## config.mk

```make
export PLATFORM = sky130hd
export DESIGN_NAME = bpsk_rx_deframer
export DESIGN_NICKNAME = d
export VERILOG_FILES = /design/src/rtl/bpsk_pkg.sv /design/src/rtl/bpsk_rx_bit_sync.sv /design/src/rtl/bpsk_rx_deframer.sv
export SDC_FILE = /design/constraint.sdc
export NUM_CORES = 1
export LEC_CHECK = 0
export CORE_MARGIN = 4
export CORE_UTILIZATION = 55
export DETAILED_ROUTE_END_ITERATION = 10
export PLACE_DENSITY = 0.87
export RECOVER_POWER = 25
export SYNTH_ARGS = -nofsm -noshare
export SYNTH_HDL_FRONTEND = slang
export SYNTH_HIERARCHICAL = 1
export SYNTH_SLANG_ARGS = --single-unit
export TNS_END_PERCENT = 5
```

## constraint.sdc

```tcl
create_clock -name clk -period 3.9 [get_ports clk]
set_clock_uncertainty 0.15 [all_clocks]
set_input_delay 0.585 -clock clk [delete_from_list [all_inputs] [get_ports clk]]
set_output_delay 0.585 -clock clk [all_outputs]
set_load 0.03 [all_outputs]
```

## src/rtl/bpsk_pkg.sv

```systemverilog
// rtl/bpsk_pkg.sv - shared RAM map, frame states and NCO increment helper for the BPSK receiver
package bpsk_pkg;

  localparam logic [31:0] RAM1_BASEADDR        = 32'h0000_0100;
  localparam logic [31:0] RAM2_BASEADDR        = 32'h0000_0200;
  localparam logic [31:0] EMPTY_FRAME_BASEADDR = 32'h0000_0000;
  localparam logic [31:0] DEFAULT_SYNC_WORD    = 32'h1ACF_FC1D;

  typedef enum logic [1:0] {
    ST_HUNT  = 2'd0,
    ST_LOCK  = 2'd1,
    ST_CHECK = 2'd2
  } frame_state_t;

  // Rounded increment so a 32-bit accumulator wraps once per symbol.
  function automatic logic [31:0] nco_inc(input longint unsigned baud, input longint unsigned fclk);
    longint unsigned num;
    num = (baud << 32) + (fclk >> 1);
    return 32'(num / fclk);
  endfunction

endpackage

```

## src/rtl/bpsk_rx_bit_sync.sv

```systemverilog
// rtl/bpsk_rx_bit_sync.sv - phase synchroniser, baud NCO and differential decoder
module bpsk_rx_bit_sync #(
  parameter logic [31:0] INC = 32'd322123
) (
  input  logic clk,
  input  logic rst_n,
  input  logic phase_in,
  output logic bit_tick,
  output logic rx_bit
);

  logic        sync1_q, sync1_d, sync2_q, sync2_d, sync3_q, sync3_d;
  logic [31:0] acc_q, acc_d;
  logic        phase_prev_q, phase_prev_d;
  logic        bit_tick_q, bit_tick_d;
  logic        rx_bit_q, rx_bit_d;
  logic [32:0] sum;

  always_comb begin
    sync1_d = phase_in;
    sync2_d = sync1_q;
    sync3_d = sync2_q;
    sum = {1'b0, acc_q} + {1'b0, INC};
    // An edge recentres the NCO half a symbol out; a tick in that same clk still counts.
    acc_d = (sync2_q ^ sync3_q) ? 32'h8000_0000 : sum[31:0];
    bit_tick_d = sum[32];
    phase_prev_d = sum[32] ? sync2_q : phase_prev_q;
    rx_bit_d = sum[32] ? (sync2_q ^ phase_prev_q) : rx_bit_q;
  end

  always_ff @(posedge clk or negedge rst_n) begin
    if (!rst_n) begin
      sync1_q      <= 1'b0;
      sync2_q      <= 1'b0;
      sync3_q      <= 1'b0;
      acc_q        <= 32'h0;
      phase_prev_q <= 1'b0;
      bit_tick_q   <= 1'b0;
      rx_bit_q     <= 1'b0;
    end else begin
      sync1_q      <= sync1_d;
      sync2_q      <= sync2_d;
      sync3_q      <= sync3_d;
      acc_q        <= acc_d;
      phase_prev_q <= phase_prev_d;
      bit_tick_q   <= bit_tick_d;
      rx_bit_q     <= rx_bit_d;
    end
  end

  assign bit_tick = bit_tick_q;
  assign rx_bit   = rx_bit_q;

endmodule

```

## src/rtl/bpsk_rx_deframer.sv

```systemverilog
// rtl/bpsk_rx_deframer.sv - BPSK receive deframer: sync hunt, word packing, ping-pong RAM frame writes
// Define BPSK_RX_FLYWHEEL_EN to re-check the sync word word-aligned after each frame instead of hunting.
module bpsk_rx_deframer
  import bpsk_pkg::*;
#(
  parameter int unsigned data_width   = 32,
  parameter int unsigned frame_length = 38,
  parameter int unsigned addr_width   = 32,
  parameter int unsigned ref_clk_freq = 128000000,
  parameter int unsigned baudrate     = 9600,
  parameter logic [31:0] SYNC_WORD    = DEFAULT_SYNC_WORD
) (
  input  logic                  clk,
  input  logic                  rst_n,
  input  logic                  power_on,
  input  logic                  phase_in,
  output logic                  ram_clk,
  output logic                  ram_en,
  output logic [3:0]            ram_we,
  output logic [addr_width-1:0] ram_addr,
  output logic [data_width-1:0] ram_wr_data,
  output logic                  ram_rst,
  output logic [1:0]            interrupt_num,
  output logic                  sync_lock
);

  localparam logic [31:0]       INC      = nco_inc(64'(baudrate), 64'(ref_clk_freq));
  localparam int unsigned       IDX_W    = $clog2(frame_length);
  localparam logic [IDX_W-1:0]  LAST_IDX = IDX_W'(frame_length - 1);

  logic bit_tick, rx_bit;

  bpsk_rx_bit_sync #(.INC(INC)) u_bit_sync (
    .clk      (clk),
    .rst_n    (rst_n),
    .phase_in (phase_in),
    .bit_tick (bit_tick),
    .rx_bit   (rx_bit)
  );

  frame_state_t          state_q, state_d;
  logic [31:0]           shreg_q, shreg_d;
  logic [4:0]            bit_cnt_q, bit_cnt_d;
  logic [IDX_W-1:0]      word_idx_q, word_idx_d;
  logic                  buf_sel_q, buf_sel_d;
  logic                  ram_en_q, ram_en_d;
  logic [addr_width-1:0] ram_addr_q, ram_addr_d;
  logic [data_width-1:0] ram_wr_data_q, ram_wr_data_d;
  logic [1:0]            irq_pend_q, irq_pend_d;
  logic [1:0]            irq_q, irq_d;
  logic                  sync_lock_q, sync_lock_d;
  logic [31:0]           base, wr_addr;

  always_comb begin
    state_d       = state_q;
    shreg_d       = shreg_q;
    bit_cnt_d     = bit_cnt_q;
    word_idx_d    = word_idx_q;
    buf_sel_d     = buf_sel_q;
    ram_en_d      = 1'b0;
    ram_addr_d    = addr_width'(EMPTY_FRAME_BASEADDR);
    ram_wr_data_d = '0;
    irq_pend_d    = 2'b00;
    irq_d         = irq_pend_q;
    base          = buf_sel_q ? RAM2_BASEADDR : RAM1_BASEADDR;
    wr_addr       = base + (32'(word_idx_q) << 2);

    if (bit_tick) shreg_d = {shreg_q[30:0], rx_bit};

    if (!power_on) begin
      state_d    = ST_HUNT;
      bit_cnt_d  = 5'd0;
      word_idx_d = '0;
    end else if (bit_tick) begin
      case (state_q)
        ST_HUNT: begin
          if (shreg_d == SYNC_WORD) begin
            state_d       = ST_LOCK;
            word_idx_d    = IDX_W'(1);
            bit_cnt_d     = 5'd0;
            ram_en_d      = 1'b1;
            ram_addr_d    = addr_width'(base);
            ram_wr_data_d = data_width'(SYNC_WORD);
          end
        end
        ST_LOCK: begin
          bit_cnt_d = bit_cnt_q + 5'd1;
          if (bit_cnt_q == 5'd31) begin
            ram_en_d      = 1'b1;
            ram_addr_d    = addr_width'(wr_addr);
            ram_wr_data_d = data_width'(shreg_d);
            word_idx_d    = word_idx_q + IDX_W'(1);
            if (word_idx_q == LAST_IDX) begin
              // Interrupt names the buffer just filled; the pointer moves on now.
              irq_pend_d = buf_sel_q ? 2'b10 : 2'b01;
              buf_sel_d  = ~buf_sel_q;
              word_idx_d = '0;
`ifdef BPSK_RX_FLYWHEEL_EN
              state_d    = ST_CHECK;
`else
              state_d    = ST_HUNT;
`endif
            end
          end
        end
`ifdef BPSK_RX_FLYWHEEL_EN
        ST_CHECK: begin
          bit_cnt_d = bit_cnt_q + 5'd1;
          if (bit_cnt_q == 5'd31) begin
            if (shreg_d == SYNC_WORD) begin
              state_d       = ST_LOCK;
              word_idx_d    = IDX_W'(1);
              ram_en_d      = 1'b1;
              ram_addr_d    = addr_width'(base);
              ram_wr_data_d = data_width'(SYNC_WORD);
            end else begin
              state_d = ST_HUNT;
            end
          end
        end
`endif
        default: state_d = ST_HUNT;
      endcase
    end

    sync_lock_d = (state_d != ST_HUNT);
  end

  always_ff @(posedge clk or negedge rst_n) begin
    if (!rst_n) begin
      state_q       <= ST_HUNT;
      shreg_q       <= 32'h0;
      bit_cnt_q     <= 5'd0;
      word_idx_q    <= '0;
      buf_sel_q     <= 1'b0;
      ram_en_q      <= 1'b0;
      ram_addr_q    <= '0;
      ram_wr_data_q <= '0;
      irq_pend_q    <= 2'b00;
      irq_q         <= 2'b00;
      sync_lock_q   <= 1'b0;
    end else begin
      state_q       <= state_d;
      shreg_q       <= shreg_d;
      bit_cnt_q     <= bit_cnt_d;
      word_idx_q    <= word_idx_d;
      buf_sel_q     <= buf_sel_d;
      ram_en_q      <= ram_en_d;
      ram_addr_q    <= ram_addr_d;
      ram_wr_data_q <= ram_wr_data_d;
      irq_pend_q    <= irq_pend_d;
      irq_q         <= irq_d;
      sync_lock_q   <= sync_lock_d;
    end
  end

  assign ram_clk       = clk;
  assign ram_rst       = 1'b0;
  assign ram_en        = ram_en_q;
  assign ram_we        = {4{ram_en_q}};
  assign ram_addr      = ram_addr_q;
  assign ram_wr_data   = ram_wr_data_q;
  assign interrupt_num = irq_q;
  assign sync_lock     = sync_lock_q;

endmodule
```

==> results.json <==
{
  "status": "complete, but fails checks",
  "violations": "capacitance limit, slew limit",
  "synthArstFlopShare_pct": 100.0,
  "ys_seq_area_share_pct": 53.81,
  "vias_per_cell": 5.672,
  "hp-class": "flop to flop",
  "setup_violations": 0,
  "slowest_delay_ps": 580,
  "crit_buf_inv": 3,
  "drc": 0,
  "place_congestion": 0.8695,
  "cpMaxStageDelayCell": "clkdlybuf4s50_1",
  "num_vias": 4243,
  "path_cells": "clkbuf_8 -> clkbuf_8 -> clkdlybuf4s50_1",
  "power_leakage_uw": 0.003231,
  "area_growth_pct": 19.64,
  "synth-edff-count": 0,
  "yosysWarnings": 6,
  "required_ps": 3160,
  "fin_util_pct": 67.02,
  "relSlewSlack_pct": -78.64,
  "cpMostUsedCell": "clkbuf_8",
  "layout-drive-gt1-share_pct": 13.32,
  "start_kind": "clock port",
  "antenna_found_initial": 0,
  "layout_commonest_cell": "dfrtp_1",
  "die_h_um": 112.8,
  "setup_tns_ps": 0,
  "firstDrtPassIters": 5,
  "path_class": "clock port to primary output",
  "layout_common_cells": "dfrtp_1, clkdlybuf4s50_1, nand2_1, nor2_1, a21oi_1",
  "synth-seq-cells": 130,
  "diodes": 0,
  "synth_cell_type_count": 67,
  "end_kind": "primary output",
  "synth_cells": 544,
  "cts_tree": "yes",
  "cts_setup_buffers": 0,
  "ant_nets": 0,
  "wl_per_cell_um": 16.33,
  "grt_pass1_vias": 4141,
  "design.die.area_sq_mm": 0.01273,
  "dp.final_hpwl_um": 8086,
  "tightest_slew_ps": 2680,
  "path_delay_family": "buffers and inverters",
  "setup_ws_ps": 410.4,
  "place_ws_ps": 650.8,
  "syn_area_per_cell_sq_um": 11.11,
  "cp_max_fo": 2,
  "cp.arrival_ps": 2750,
  "core_sq_mm": 0.01079,
  "nNetsFinal": 604,
  "rsz0062_at_grt": "false",
  "grt_overflow": 0,
  "clkTransAtPathRegs_ps": 60,
  "drtIter0Drc": 256,
  "grt_pass1_wl_um": 20090,
  "powerDensity_mw_per_mm2": 509.1,
  "wl_um": 12220,
  "synthesis.area_sq_mm": 0.006046,
  "hold_violations": 0,
  "drv_cap": 1,
  "rows": 38,
  "start_util_pct": 56.02,
  "insertion_delay_ps": 630,
  "cts_resized": 0,
  "hold_buffers": 1,
  "grt_max_degree": 80,
  "chipWidth_um": 112.8,
  "vdd_drop_max_mv": 0.4612,
  "track_usage_pct": 20.21,
  "ioPinCount": 78,
  "portBuffers": 52,
  "ys.flop_type": "dfrtp_1",
  "finalMaxSlewViolations": 52
}
## state kept, by name, indices dropped and copies added, names as in the netlist, 2 cells and up
signal            count
ram_wr_data          32
shreg_q              32
u_bit_sync/acc_q     32
ram_addr              8
word_idx_q            6
bit_cnt_q             5
interrupt_num         2
irq_d                 2
state_q               2
## layout make-up
cell class / count / area [sq um]
multi-input cells: 369 / 2480
flip-flops and latches: 130 / 3253
inverters: 15 / 56.30
clock inverters: 13 / 207.7
well taps: 140 / 175.2
repair buffers: 58 / 568.0
fillers: 771 / 3560
clock buffers: 23 / 493.0
## final timing paths
path | startpoint | to | slack, ps | cells after the start
setup / recovery | clk | ram_clk | 410 | 3
hold / removal | irq_d[1] | interrupt_num[1] | 200 | 0
setup reg to reg | u_bit_sync/bit_tick | ram_wr_data[23] | 500 | 7
hold reg to reg | irq_d[1] | interrupt_num[1] | 200 | 0
max in group asynchronous | rst_n | ram_addr[8] | 880 | 2
min in group asynchronous | rst_n | shreg_q[20] | 1190 | 2
## layer usage
metal / vias to the layer above / track usage (%) / part of all wire (%)
met5: - / 0 / 0
met4: 0 / 9.135 / 1.9
met3: 18 / 6.096 / 6.0
met1: 2111 / 24.41 / 40
li1: 1972 / - / -
met2: 142 / 33.49 / 52
## report_power, final
group / internal [uW] / switching, uW
registers: 1410 / 81.0
logic: 131 / 224
clock network: 1220 / 614
## per-stage QoR
step | instance area, sq um | std cells | hold slack [ps] | power, uW
floorplan | 6136 | 568 | 139.4 | 1839
global placement | 6544 | 712 | 182.5 | 1892
detailed placement | 6544 | 712 | 185.8 | 1913
CTS | 7244 | 748 | 199.7 | 3718
global route | 7233 | 748 | 207.5 | 3832
finish | 7233 | 748 | 196.7 | 3682
## synth_stat cells, types with 6 or more instances
cell type | number | share of area (%)
o21ai_0 | 20 | 1.7
mux2_2 | 28 | 5.2
a21boi_1 | 11 | 1.4
mux2i_1 | 9 | 1.5
clkbuf_1 | 14 | 0.87
xor2_1 | 6 | 0.87
inv_1 | 15 | 0.93
xnor2_1 | 9 | 1.3
and3_1 | 8 | 0.83
dfrtp_1 | 130 | 54
nand2_1 | 37 | 2.3
a21boi_2 | 8 | 1.5
nand2b_1 | 8 | 0.83
o21a_1 | 7 | 0.87
and2_1 | 19 | 2.0
nor3_1 | 11 | 0.91
a21oi_1 | 27 | 2.2
buf_4 | 31 | 3.8
nor2_1 | 32 | 2.0
nand3_1 | 16 | 1.3
## worst register-to-register path: stages (launching register included)
cell	delay, ps
dfrtp_1	580
clkbuf_1	480
buf_4	430
nor4bb_1	300
mux2i_1	150
a2111o_1	300
or4_4	700
a21boi_1	220
## cell families (layout without fill, tap and decap cells)
kind of cell	count (synthesis)	in the layout	synth area share [%]
AND/OR/NAND/NOR	164	164	14.40
flip-flops	130	130	53.81
AO/OA/AOI/OAI	120	120	14.47
buffers and inverters	69	109	6.726
multiplexers	40	40	7.326
XOR/XNOR	15	15	2.173
adder cells (fa/ha/maj)	5	5	1.035
other	1	25	0.06203
Power figures use the tool's default switching activity.
